$ cat src/rtl/sva_thread_scheduler_if.sv
// Evaluator handshake bundle for sva_thread_scheduler.
//
// Handshake: the master raises eval_req with eval_state/eval_start and holds
// all three stable until it samples eval_ack high on a rising edge. A request
// is consumed on every cycle where eval_req && eval_ack. The slave may raise
// eval_ack combinationally in the same cycle eval_req rises. eval_next_state,
// eval_keep, eval_succ and eval_fail are only meaningful while eval_ack is high.
//
// Signals:
//   eval_req         master->slave  request valid
//   eval_state       master->slave  encoded state of the thread under evaluation
//   eval_start       master->slave  start timestamp of that thread
//   eval_ack         slave->master  result valid
//   eval_next_state  slave->master  state the thread advances to
//   eval_keep        slave->master  thread stays live
//   eval_succ        slave->master  thread completed successfully
//   eval_fail        slave->master  thread failed
interface sva_thread_scheduler_if #(
  parameter int STATE_W = 8,
  parameter int TS_W    = 8
);
  logic               eval_req;
  logic [STATE_W-1:0] eval_state;
  logic [TS_W-1:0]    eval_start;
  logic               eval_ack;
  logic [STATE_W-1:0] eval_next_state;
  logic               eval_keep;
  logic               eval_succ;
  logic               eval_fail;

  modport master (
    output eval_req, eval_state, eval_start,
    input  eval_ack, eval_next_state, eval_keep, eval_succ, eval_fail
  );

  modport slave (
    input  eval_req, eval_state, eval_start,
    output eval_ack, eval_next_state, eval_keep, eval_succ, eval_fail
  );
endinterface

$ cat src/rtl/sva_thread_scheduler.sv
// Time-shares one combinational SVA next-state evaluator across up to
// NUM_SLOTS live assertion threads. Each tick sweeps every live thread
// through the evaluator in slot order, compacting survivors in place, then
// spawns one new thread from INIT_STATE stamped with the current tick count.
//
// Ports:
//   sys_clk, sys_rst_n  clock, asynchronous active-low reset
//   tick                one-cycle pulse per user-clock rising edge
//   grst                synchronous user reset (level), beats tick and ack
//   ev                  evaluator handshake (master side)
//   busy                sweep in progress
//   active_cnt          live threads after the last sweep
//   tick_cnt            wrapping tick counter / spawn timestamp source
//   succ_cnt, fail_cnt  saturating result counters
//   overflow            sticky: a spawn was dropped with the pool full
//   tick_miss           sticky: a tick arrived during a sweep
//   dbg_state           FSM state (0 idle, 1 scan, 2 spawn)
//   dbg_valid           per-slot valid bits
module sva_thread_scheduler #(
  parameter int                 NUM_SLOTS  = 4,
  parameter int                 STATE_W    = 8,
  parameter int                 TS_W       = 8,
  parameter logic [STATE_W-1:0] INIT_STATE = '0,
  parameter int                 CNT_W      = 16,
  localparam int                AW         = $clog2(NUM_SLOTS + 1)
) (
  input  logic                   sys_clk,
  input  logic                   sys_rst_n,
  input  logic                   tick,
  input  logic                   grst,
  sva_thread_scheduler_if.master ev,
  output logic                   busy,
  output logic [AW-1:0]          active_cnt,
  output logic [TS_W-1:0]        tick_cnt,
  output logic [CNT_W-1:0]       succ_cnt,
  output logic [CNT_W-1:0]       fail_cnt,
  output logic                   overflow,
  output logic                   tick_miss,
  output logic [1:0]             dbg_state,
  output logic [NUM_SLOTS-1:0]   dbg_valid
);

  // Array index width; counts need one more value (0..NUM_SLOTS) than indices.
  localparam int            IW      = (NUM_SLOTS > 1) ? $clog2(NUM_SLOTS) : 1;
  localparam logic [AW-1:0] SLOTS_L = AW'(NUM_SLOTS);

  typedef enum logic [1:0] {
    S_IDLE  = 2'd0,
    S_SCAN  = 2'd1,
    S_SPAWN = 2'd2
  } state_e;

  state_e               state_q;
  logic [NUM_SLOTS-1:0] valid_q;
  logic [STATE_W-1:0]   st_q [NUM_SLOTS];
  logic [TS_W-1:0]      ts_q [NUM_SLOTS];
  logic [AW-1:0]        snap_q, rd_idx_q, wr_idx_q, active_q;
  logic [TS_W-1:0]      tick_cnt_q, spawn_ts_q;
  logic [CNT_W-1:0]     succ_q, fail_q;
  logic                 ovf_q, miss_q;

  logic [IW-1:0]        rd_ptr, wr_ptr;
  logic [AW-1:0]        rd_nxt, wr_fin;
  logic                 spawn_store;
  logic                 ack_fire;

  assign rd_ptr   = rd_idx_q[IW-1:0];
  assign wr_ptr   = wr_idx_q[IW-1:0];
  assign ack_fire = ev.eval_req && ev.eval_ack;

  always_comb begin
    rd_nxt      = rd_idx_q + AW'(1);
    spawn_store = (state_q == S_SPAWN) && ev.eval_ack && ev.eval_keep &&
                  (wr_idx_q < SLOTS_L);
    wr_fin      = wr_idx_q + (spawn_store ? AW'(1) : AW'(0));
  end

  // Evaluator request decode. The spawn timestamp is latched when the sweep
  // starts so it stays stable even if a (missed) tick bumps tick_cnt mid-sweep.
  always_comb begin
    ev.eval_req   = 1'b0;
    ev.eval_state = st_q[rd_ptr];
    ev.eval_start = ts_q[rd_ptr];
    if (state_q == S_SCAN && rd_idx_q != snap_q) begin
      ev.eval_req = 1'b1;
    end
    if (state_q == S_SPAWN) begin
      ev.eval_req   = 1'b1;
      ev.eval_state = INIT_STATE;
      ev.eval_start = spawn_ts_q;
    end
  end

  always_ff @(posedge sys_clk or negedge sys_rst_n) begin
    if (!sys_rst_n) begin
      state_q    <= S_IDLE;
      valid_q    <= '0;
      snap_q     <= '0;
      rd_idx_q   <= '0;
      wr_idx_q   <= '0;
      active_q   <= '0;
      tick_cnt_q <= '0;
      spawn_ts_q <= '0;
      succ_q     <= '0;
      fail_q     <= '0;
      ovf_q      <= 1'b0;
      miss_q     <= 1'b0;
      for (int i = 0; i < NUM_SLOTS; i++) begin
        st_q[i] <= '0;
        ts_q[i] <= '0;
      end
    end else if (grst) begin
      // Any sweep in flight is abandoned; slot payloads are dead once invalid.
      state_q    <= S_IDLE;
      valid_q    <= '0;
      snap_q     <= '0;
      rd_idx_q   <= '0;
      wr_idx_q   <= '0;
      active_q   <= '0;
      tick_cnt_q <= '0;
      spawn_ts_q <= '0;
      succ_q     <= '0;
      fail_q     <= '0;
      ovf_q      <= 1'b0;
      miss_q     <= 1'b0;
    end else begin
      if (tick) begin
        tick_cnt_q <= tick_cnt_q + TS_W'(1);
        if (state_q != S_IDLE) miss_q <= 1'b1;
      end
      if (ack_fire && ev.eval_succ && succ_q != '1) succ_q <= succ_q + CNT_W'(1);
      if (ack_fire && ev.eval_fail && fail_q != '1) fail_q <= fail_q + CNT_W'(1);

      unique case (state_q)
        S_IDLE: begin
          if (tick) begin
            snap_q     <= active_q;
            rd_idx_q   <= '0;
            wr_idx_q   <= '0;
            spawn_ts_q <= tick_cnt_q + TS_W'(1);
            state_q    <= S_SCAN;
          end
        end
        S_SCAN: begin
          if (rd_idx_q == snap_q) begin
            state_q <= S_SPAWN;
          end else if (ev.eval_ack) begin
            // wr_idx never passes rd_idx, so the write lands on a slot already read.
            if (ev.eval_keep) begin
              st_q[wr_ptr]    <= ev.eval_next_state;
              ts_q[wr_ptr]    <= ts_q[rd_ptr];
              valid_q[wr_ptr] <= 1'b1;
              wr_idx_q        <= wr_idx_q + AW'(1);
            end
            rd_idx_q <= rd_nxt;
            // Go straight to SPAWN after the last live thread: no idle scan cycle.
            if (rd_nxt == snap_q) state_q <= S_SPAWN;
          end
        end
        S_SPAWN: begin
          if (ev.eval_ack) begin
            if (spawn_store) begin
              st_q[wr_ptr] <= ev.eval_next_state;
              ts_q[wr_ptr] <= spawn_ts_q;
            end else if (ev.eval_keep) begin
              ovf_q <= 1'b1;
            end
            for (int i = 0; i < NUM_SLOTS; i++) begin
              valid_q[i] <= (AW'(i) < wr_fin);
            end
            wr_idx_q <= wr_fin;
            active_q <= wr_fin;
            state_q  <= S_IDLE;
          end
        end
        default: state_q <= S_IDLE;
      endcase
    end
  end

  assign busy       = (state_q != S_IDLE);
  assign active_cnt = active_q;
  assign tick_cnt   = tick_cnt_q;
  assign succ_cnt   = succ_q;
  assign fail_cnt   = fail_q;
  assign overflow   = ovf_q;
  assign tick_miss  = miss_q;
  assign dbg_state  = state_q;
  assign dbg_valid  = valid_q;

endmodule

$ cat src/flat_wrapper.sv
// flat-port wrapper written by rule: the top's interface ports become plain ports
module sva_thread_scheduler_flat 
#(
  parameter int                 NUM_SLOTS  = 4,
  parameter int                 STATE_W    = 8,
  parameter int                 TS_W       = 8,
  parameter logic [STATE_W-1:0] INIT_STATE = '0,
  parameter int                 CNT_W      = 16,
  localparam int                AW         = $clog2(NUM_SLOTS + 1)
)
  (sys_clk, sys_rst_n, tick, grst, busy, active_cnt, tick_cnt, succ_cnt, fail_cnt, overflow, tick_miss, dbg_state, dbg_valid, ev_eval_req, ev_eval_state, ev_eval_start, ev_eval_ack, ev_eval_next_state, ev_eval_keep, ev_eval_succ, ev_eval_fail);
  sva_thread_scheduler_if #(.STATE_W(STATE_W), .TS_W(TS_W)) ev_i ();
  input  logic sys_clk;
  input  logic sys_rst_n;
  input  logic tick;
  input  logic grst;
  output logic busy;
  output logic [AW-1:0] active_cnt;
  output logic [TS_W-1:0] tick_cnt;
  output logic [CNT_W-1:0] succ_cnt;
  output logic [CNT_W-1:0] fail_cnt;
  output logic overflow;
  output logic tick_miss;
  output logic [1:0] dbg_state;
  output logic [NUM_SLOTS-1:0] dbg_valid;
  output wire logic [$bits(ev_i.eval_req)-1:0] ev_eval_req;
  output wire logic [$bits(ev_i.eval_state)-1:0] ev_eval_state;
  output wire logic [$bits(ev_i.eval_start)-1:0] ev_eval_start;
  input wire logic [$bits(ev_i.eval_ack)-1:0] ev_eval_ack;
  input wire logic [$bits(ev_i.eval_next_state)-1:0] ev_eval_next_state;
  input wire logic [$bits(ev_i.eval_keep)-1:0] ev_eval_keep;
  input wire logic [$bits(ev_i.eval_succ)-1:0] ev_eval_succ;
  input wire logic [$bits(ev_i.eval_fail)-1:0] ev_eval_fail;
  assign ev_eval_req = ev_i.eval_req;
  assign ev_eval_state = ev_i.eval_state;
  assign ev_eval_start = ev_i.eval_start;
  assign ev_i.eval_ack = ev_eval_ack;
  assign ev_i.eval_next_state = ev_eval_next_state;
  assign ev_i.eval_keep = ev_eval_keep;
  assign ev_i.eval_succ = ev_eval_succ;
  assign ev_i.eval_fail = ev_eval_fail;
  sva_thread_scheduler #(.NUM_SLOTS(NUM_SLOTS), .STATE_W(STATE_W), .TS_W(TS_W), .INIT_STATE(INIT_STATE), .CNT_W(CNT_W)) u_core (.sys_clk(sys_clk), .sys_rst_n(sys_rst_n), .tick(tick), .grst(grst), .ev(ev_i), .busy(busy), .active_cnt(active_cnt), .tick_cnt(tick_cnt), .succ_cnt(succ_cnt), .fail_cnt(fail_cnt), .overflow(overflow), .tick_miss(tick_miss), .dbg_state(dbg_state), .dbg_valid(dbg_valid));
endmodule
$ cat config.mk
export PLATFORM = sky130hd
export DESIGN_NAME = sva_thread_scheduler_flat
export DESIGN_NICKNAME = d
export VERILOG_FILES = /design/src/rtl/sva_thread_scheduler_if.sv /design/src/rtl/sva_thread_scheduler.sv /design/src/flat_wrapper.sv
export SDC_FILE = /design/constraint.sdc
export NUM_CORES = 1
export LEC_CHECK = 0
export BUFFER_PORTS_ARGS = -buffer_cell sky130_fd_sc_hd__buf_2
export CAP_MARGIN = 20
export CELL_PAD_IN_SITES_DETAIL_PLACEMENT = 0
export CELL_PAD_IN_SITES_GLOBAL_PLACEMENT = 1
export CORE_ASPECT_RATIO = 1.75
export CORE_UTILIZATION = 35
export CTS_CLUSTER_DIAMETER = 100
export DETAILED_ROUTE_END_ITERATION = 8
export PLACE_DENSITY = 0.69
export SYNTH_ARGS = -nofsm -noshare
export SYNTH_HDL_FRONTEND = slang
export SYNTH_SLANG_ARGS = --single-unit
$ cat constraint.sdc
create_clock -name sys_clk -period 3.3 [get_ports sys_clk]
set_clock_uncertainty 0.05 [all_clocks]
set_input_delay 0.66 -clock sys_clk [delete_from_list [all_inputs] [get_ports sys_clk]]
set_output_delay 0.66 -clock sys_clk [all_outputs]
set_load 0.02 [all_outputs]
# --- Word-level counts from Yosys, hierarchy flattened ---
# Cells that the tools add are included.
word_totals:
  regBits: 132
  in_bits: 16
  output_inout_bits: 69
  wordCells: 169
op_classes:
  add_sub_neg: 6
  order_cmp: 10
  eq_ne: 20
  mux: 75
  bitwise_logic: 4
  n_reduce_logical: 34
op_table:
  columns: ["operator", "count"]
  rows:
  - ["$mux 32", 10]
  - ["$pmux 32 s2", 2]
  - ["$bwmux 32", 3]
  - ["$mux 8", 11]
  - ["$mux 16", 4]
  - ["$mux 3", 14]
  - ["$add 16x1->16 const B", 2]
  - ["$bmux 8 s2", 2]
  - ["$ne 16x16->1 const B", 2]
  - ["$mux 4", 5]
  - ["$reduce_bool 2->1", 10]
  - ["$demux 8 s2", 1]
  - ["$ne 3x3->1 const B", 5]
  - ["$mux 1", 12]
  - ["$mux 2", 6]
  - ["$reduce_and 4->1", 3]
  - ["$logic_and 1x1->1", 11]
  - ["$ne 2x2->1 const B", 5]
  - ["$pmux 3 s3", 1]
  - ["$add 8x1->8 const B", 1]
  - ["$ne 4x4->1 const B", 2]
  - ["$pmux 4 s2", 1]
  - ["$reduce_and 7->1", 1]
  - ["$add 3x1->3 const B", 2]
  - ["25 further kinds", 33]

# --- Longest topological paths before layout ---
logic_depth:
  depth_word: 10
  ltp_mapped: 13
  ltp_nobuf: 11

# --- Worst setup path after synthesis ---
# No wires, ideal clock.
synth_timing:
  path_type: "reg-to-reg"
  start: "reg u_core.state_q[0], in the netlist u_core.dbg_state[0]"
  end: "reg u_core.valid_q[2], in the netlist u_core.dbg_valid[2]"
  setup_ns: 0.118
  t_arrival_ns: 2.735
  slack_ns: 0.397
  stages_incl_launch_ff: 14
  n_path_buf: 2
  period_less_slack_ns: 2.903
  path_cell_list: "dfrtp_1 > inv_1 > ha_1 > inv_1 > clkbuf_1 > clkbuf_1 > nor3_1 > ha_1 > ha_1 > xnor2_1 > nand2_1 > a21oi_1 > o21ai_0 > a21o_1"
synth_via:
  elab_chain_len: 10
synth_lines:
  columns: ["element", "line_no", "text"]
  rows:
  - ["start, declared", "sva_thread_scheduler.sv:53", "state_e state_q;"]
  - ["start signal, assigned", "sva_thread_scheduler.sv:96", "state_q <= S_IDLE;"]
  - ["start signal, assigned", "sva_thread_scheduler.sv:114", "state_q <= S_IDLE;"]
  - ["start signal, assigned", "sva_thread_scheduler.sv:141", "state_q <= S_SCAN;"]
  - ["$eq 2x2->1", "sva_thread_scheduler.sv:73, sva_thread_scheduler.sv:134", null]
  - ["$logic_and 1x1->1 (3 in a row)", "sva_thread_scheduler.sv:73", "spawn_store = (state_q == S_SPAWN) && ev.eval_ack && ev.eval_keep &&"]
  - ["$mux 1", "sva_thread_scheduler.sv:75", "wr_fin = wr_idx_q + (spawn_store ? AW'(1) : AW'(0));"]
  - ["$add 3x3->3", "sva_thread_scheduler.sv:75", null]
  - ["$lt 2x3->1", "sva_thread_scheduler.sv:169", "valid_q[i] <= (AW'(i) < wr_fin);"]
  - ["$mux 4", "sva_thread_scheduler.sv:161", "if (ev.eval_ack) begin"]
  - ["$pmux 4 s2", "sva_thread_scheduler.sv:134", "unique case (state_q)"]
  - ["$mux 4", "sva_thread_scheduler.sv:112", "end else if (grst) begin"]
  - ["end signal, assigned by index", "sva_thread_scheduler.sv:169", null]
  - ["end, declared", "sva_thread_scheduler.sv:54", "logic [NUM_SLOTS-1:0] valid_q;"]
# Several ways; a longest one is shown, not always the timed one. The select of a mux whose other input is x is not followed.
# A chain may end at the register's enable or synchronous reset.

# --- Worst setup path after layout ---
layout_timing:
  start: "reg u_core.state_q[0], in the netlist u_core.dbg_state[0]"
  end: "out ev_eval_start[7]"
layout_via:
  elab_chain_len: 2
layout_lines:
  columns: ["element", "line_no", "text"]
  rows:
  - ["$eq 2x2->1", "sva_thread_scheduler.sv:87", "if (state_q == S_SPAWN) begin"]
  - ["$mux 8", "sva_thread_scheduler.sv:87", null]
  - ["end, declared", "flat_wrapper.sv:28", "output wire logic [$bits(ev_i.eval_start)-1:0] ev_eval_start;"]
# No other way between the ends.

==> results.yml <==
clocking:
  cts_made_buffers: 17
  cts_tree: "done"
  cts_num_sinks: 132
  cts_resized: 0
  clockBufferDepth: 2
  cts_hold_buf: 0
  htree_levels: 4
  path_clk_slew_ns: 0.06
  cts-root-buf: "clkbuf_16"
  clkLatencyLatePin_ns: 0.41
  postCtsSetupBuffers: 0
layout:
  fillers: 1804
  fin_area_um2: 8130
  diodes: 0
  layout-drive-gt1-share_pct: 27.1
  area_growth_syn_to_layout_pct: 20.4
  nets: 756
yosys:
  synth.most_common_cell: "dfrtp_1"
  yosysUniqueCellTypes: 55
  yosysSeqAreaShare_pct: 48.9
  synth.avg_cell_area_um2: 10.6
  synthCells: 639
  mappedNetlistNets: 669
  synth_commonest_cells: "dfrtp_1, nand2_1, o21ai_0, nor2_1, mux2_2"
  synth_top_area_share_pct: 48.9
  ys_warn_count: 0
  synth_async_sr_flop_share_pct: 100
  yosys.area.top_type: "dfrtp_1"
  synth_area_leaders: "dfrtp_1, mux2_2, mux4_2, o21ai_0, nand2_1"
  ys.flop_type: "dfrtp_1"
  synth-edff-count: 0
  synth-seq-cells: 132
  synth_area_um2: 6760
worst_setup_path:
  max_stage_delay_ns: 0.43
  startpoint_type: "flip-flop"
  cp_max_fo: 9
  criticalPathCategory: "flip-flop to output pin"
  crit_required_ns: 2.59
  crit_top_cell: "inv_1"
  crit_path_top_delay_cell: "dfrtp_1"
  worstPathCellList: "inv_1, ha_1, clkinvlp_4, buf_4, mux2i_1, inv_1, buf_2"
  cp.arrival_ns: 2.34
  critPathCaptureType: "output pin"
global_routing:
  use_met2_pct: 32.5
  busiest_layer: "met2"
  grtUsageMet3_pct: 4.20
  gr-total-overflow: 0
  grtUsageTotal_pct: 17.7
  grt_pass1_wl_um: 27500
  antenna_found_initial: 0
  grt_max_degree: 71
  gr-usage-met1_pct: 18.9
  grt_pass1_vias: 5518
timing:
  setup_slack_ns: 0.250
  min_period_ns: 3.05
  fin_crit_sh_pct: 92.4
  tns_ns: 0
  grt_setup_unrepaired: "no"
  tightest_slew_ns: 0.742
  fmax_mhz: 328
  setup_violations: 0
  slew_headroom_pct: 50.5
  maxSlewViolCount: 0
  hold_viol: 0
die:
  ios: 85
  die_h_um: 186
  core_area_um2: 18700
  die_area_um2: 19900
  die-width_um: 107
  initial_utilization_pct: 36.0
  rows: 66
routing:
  drc: 0
  antenna_left: 0
  wl_per_cell_um: 16.7
  drt-total-wl_um: 16300
  drt-initial-drc-count: 173
  vias: 5225
  first_pass_iters: 4
  via_per_inst: 5.35
place:
  io_buffer_count: 84
  dpl-instance-area_um2: 7470
  dp_slack_ns: 0.555
  routabilityCongestion: 0.768
  dp_hpwl_um: 11800
power_and_ir_drop:
  p_leak_nw: 3.82
  vdd_drop_max_uv: 303
  power_density_nw_per_um2: 513
  power_w: 0.00417
status:
  status: "finished, final reports clean"
run:
  drv_cap: 0
hold_path:
  hold_path_class: "primary input to async pin"
==> state kept, by name, summed over array words and instances, names as in the netlist <==
name               count
u_core.snap_q          3
u_core.tick_miss       1
u_core.rd_idx_q        3
u_core.wr_idx_q        3
u_core.active_cnt      3
u_core.dbg_valid       4
u_core.st_q           32
u_core.dbg_state       2
u_core.fail_cnt       16
u_core.ts_q           32
u_core.overflow        1
u_core.tick_cnt        8
u_core.succ_cnt       16
u_core.spawn_ts_q      8
==> area by class of cell <==
cell class                 instances  area (um2)  area share (%)
sequential                       132        3300            40.6
tap                              238         298            3.66
inverter                          21        82.6            1.02
multi-input combinational        453        3230            39.8
clock inverter                     6         111            1.37
timing repair buffer             101         563            6.93
clock buffer                      26         539            6.63
==> metal layers <==
layer  wire length [um]  up-vias
met4                447        0
met1               6460     2610
met5                  0        -
met2               8820      110
li1                   -     2472
met3                608       33
==> worst max-delay path, delay by kind of cell (launching register included) <==
family / cells / cell delay, ns
buffers and inverters: 5 / 0.90
adders and majority gates: 1 / 0.24
muxes: 1 / 0.36
DFF: 1 / 0.43
==> report_power, final <==
| part | total [W] | switching [W] | leakage, nW | internal, W |
|---|---|---|---|---|
| clock network | 0.00203 | 0.000682 | 0.319 | 0.00135 |
| logic | 0.000423 | 0.000251 | 1.68 | 0.000171 |
| registers | 0.00171 | 0.0000365 | 1.83 | 0.00168 |
| total | 0.00417 | 0.000970 | 3.82 | 0.00320 |
==> cell families (layout without fill, tap and decap cells) <==
kind of cell               count (synthesis)  count (layout)  share of synthesized area (%)
adders and majority gates                 14              14                           2.59
DFF                                      132             132                           48.9
AOI/OAI and AO/OA                        136             136                           13.1
buffers and inverters                     54             154                           3.26
muxes                                     68              68                           13.8
and+or+nand+nor                          216             216                           15.8
xor gates and xnor gates                  19              19                           2.57
==> through the flow <==
stage               hold WS, ns  std cells  util (%)
finish                    0.127        977      43.4
global route              0.147        977      43.4
CTS                       0.128        977      43.3
detailed placement        0.415        945      39.9
global placement          0.408        945      39.9
floorplan                 0.314        639         -
==> path summary, 6_finish.rpt <==
| path | start | endpoint | slack (ns) | cells past startpoint |
|---|---|---|---|---|
| worst max-delay path | u_core.dbg_state[0]$_DFFE_PN0P_ | ev_eval_start[7] | 0.25 | 7 |
| worst min-delay path | sys_rst_n | u_core.st_q[11]$_DFFE_PN0P_ | 0.13 | 1 |
| worst max register to register | u_core.rd_idx_q[1]$_DFFE_PN0P_ | u_core.fail_cnt[7]$_DFFE_PN0P_ | 0.67 | 5 |
| worst min register to register | u_core.ts_q[10]$_DFFE_PN0P_ | u_core.ts_q[10]$_DFFE_PN0P_ | 0.42 | 2 |
| max in group asynchronous | sys_rst_n | u_core.ts_q[28]$_DFFE_PN0P_ | 2.32 | 2 |
| min in group sys_clk | u_core.ts_q[10]$_DFFE_PN0P_ | u_core.ts_q[10]$_DFFE_PN0P_ | 0.42 | 2 |
==> cell usage in the layout, fill, tap and decap left out, types with 12 or more instances in the layout <==
| cell type | count |
|---|---|
| o21ai_0 | 58 |
| dfrtp_1 | 131 |
| buf_4 | 17 |
| or3_1 | 18 |
| ha_1 | 14 |
| and2_1 | 12 |
| buf_2 | 83 |
| mux2_2 | 34 |
| a21oi_1 | 30 |
| inv_1 | 20 |
| nand3_1 | 20 |
| mux2i_1 | 13 |
| nor2_1 | 41 |
| nand2_1 | 70 |
| clkbuf_16 | 17 |
| mux4_2 | 16 |
Power figures use the tool's default switching activity.
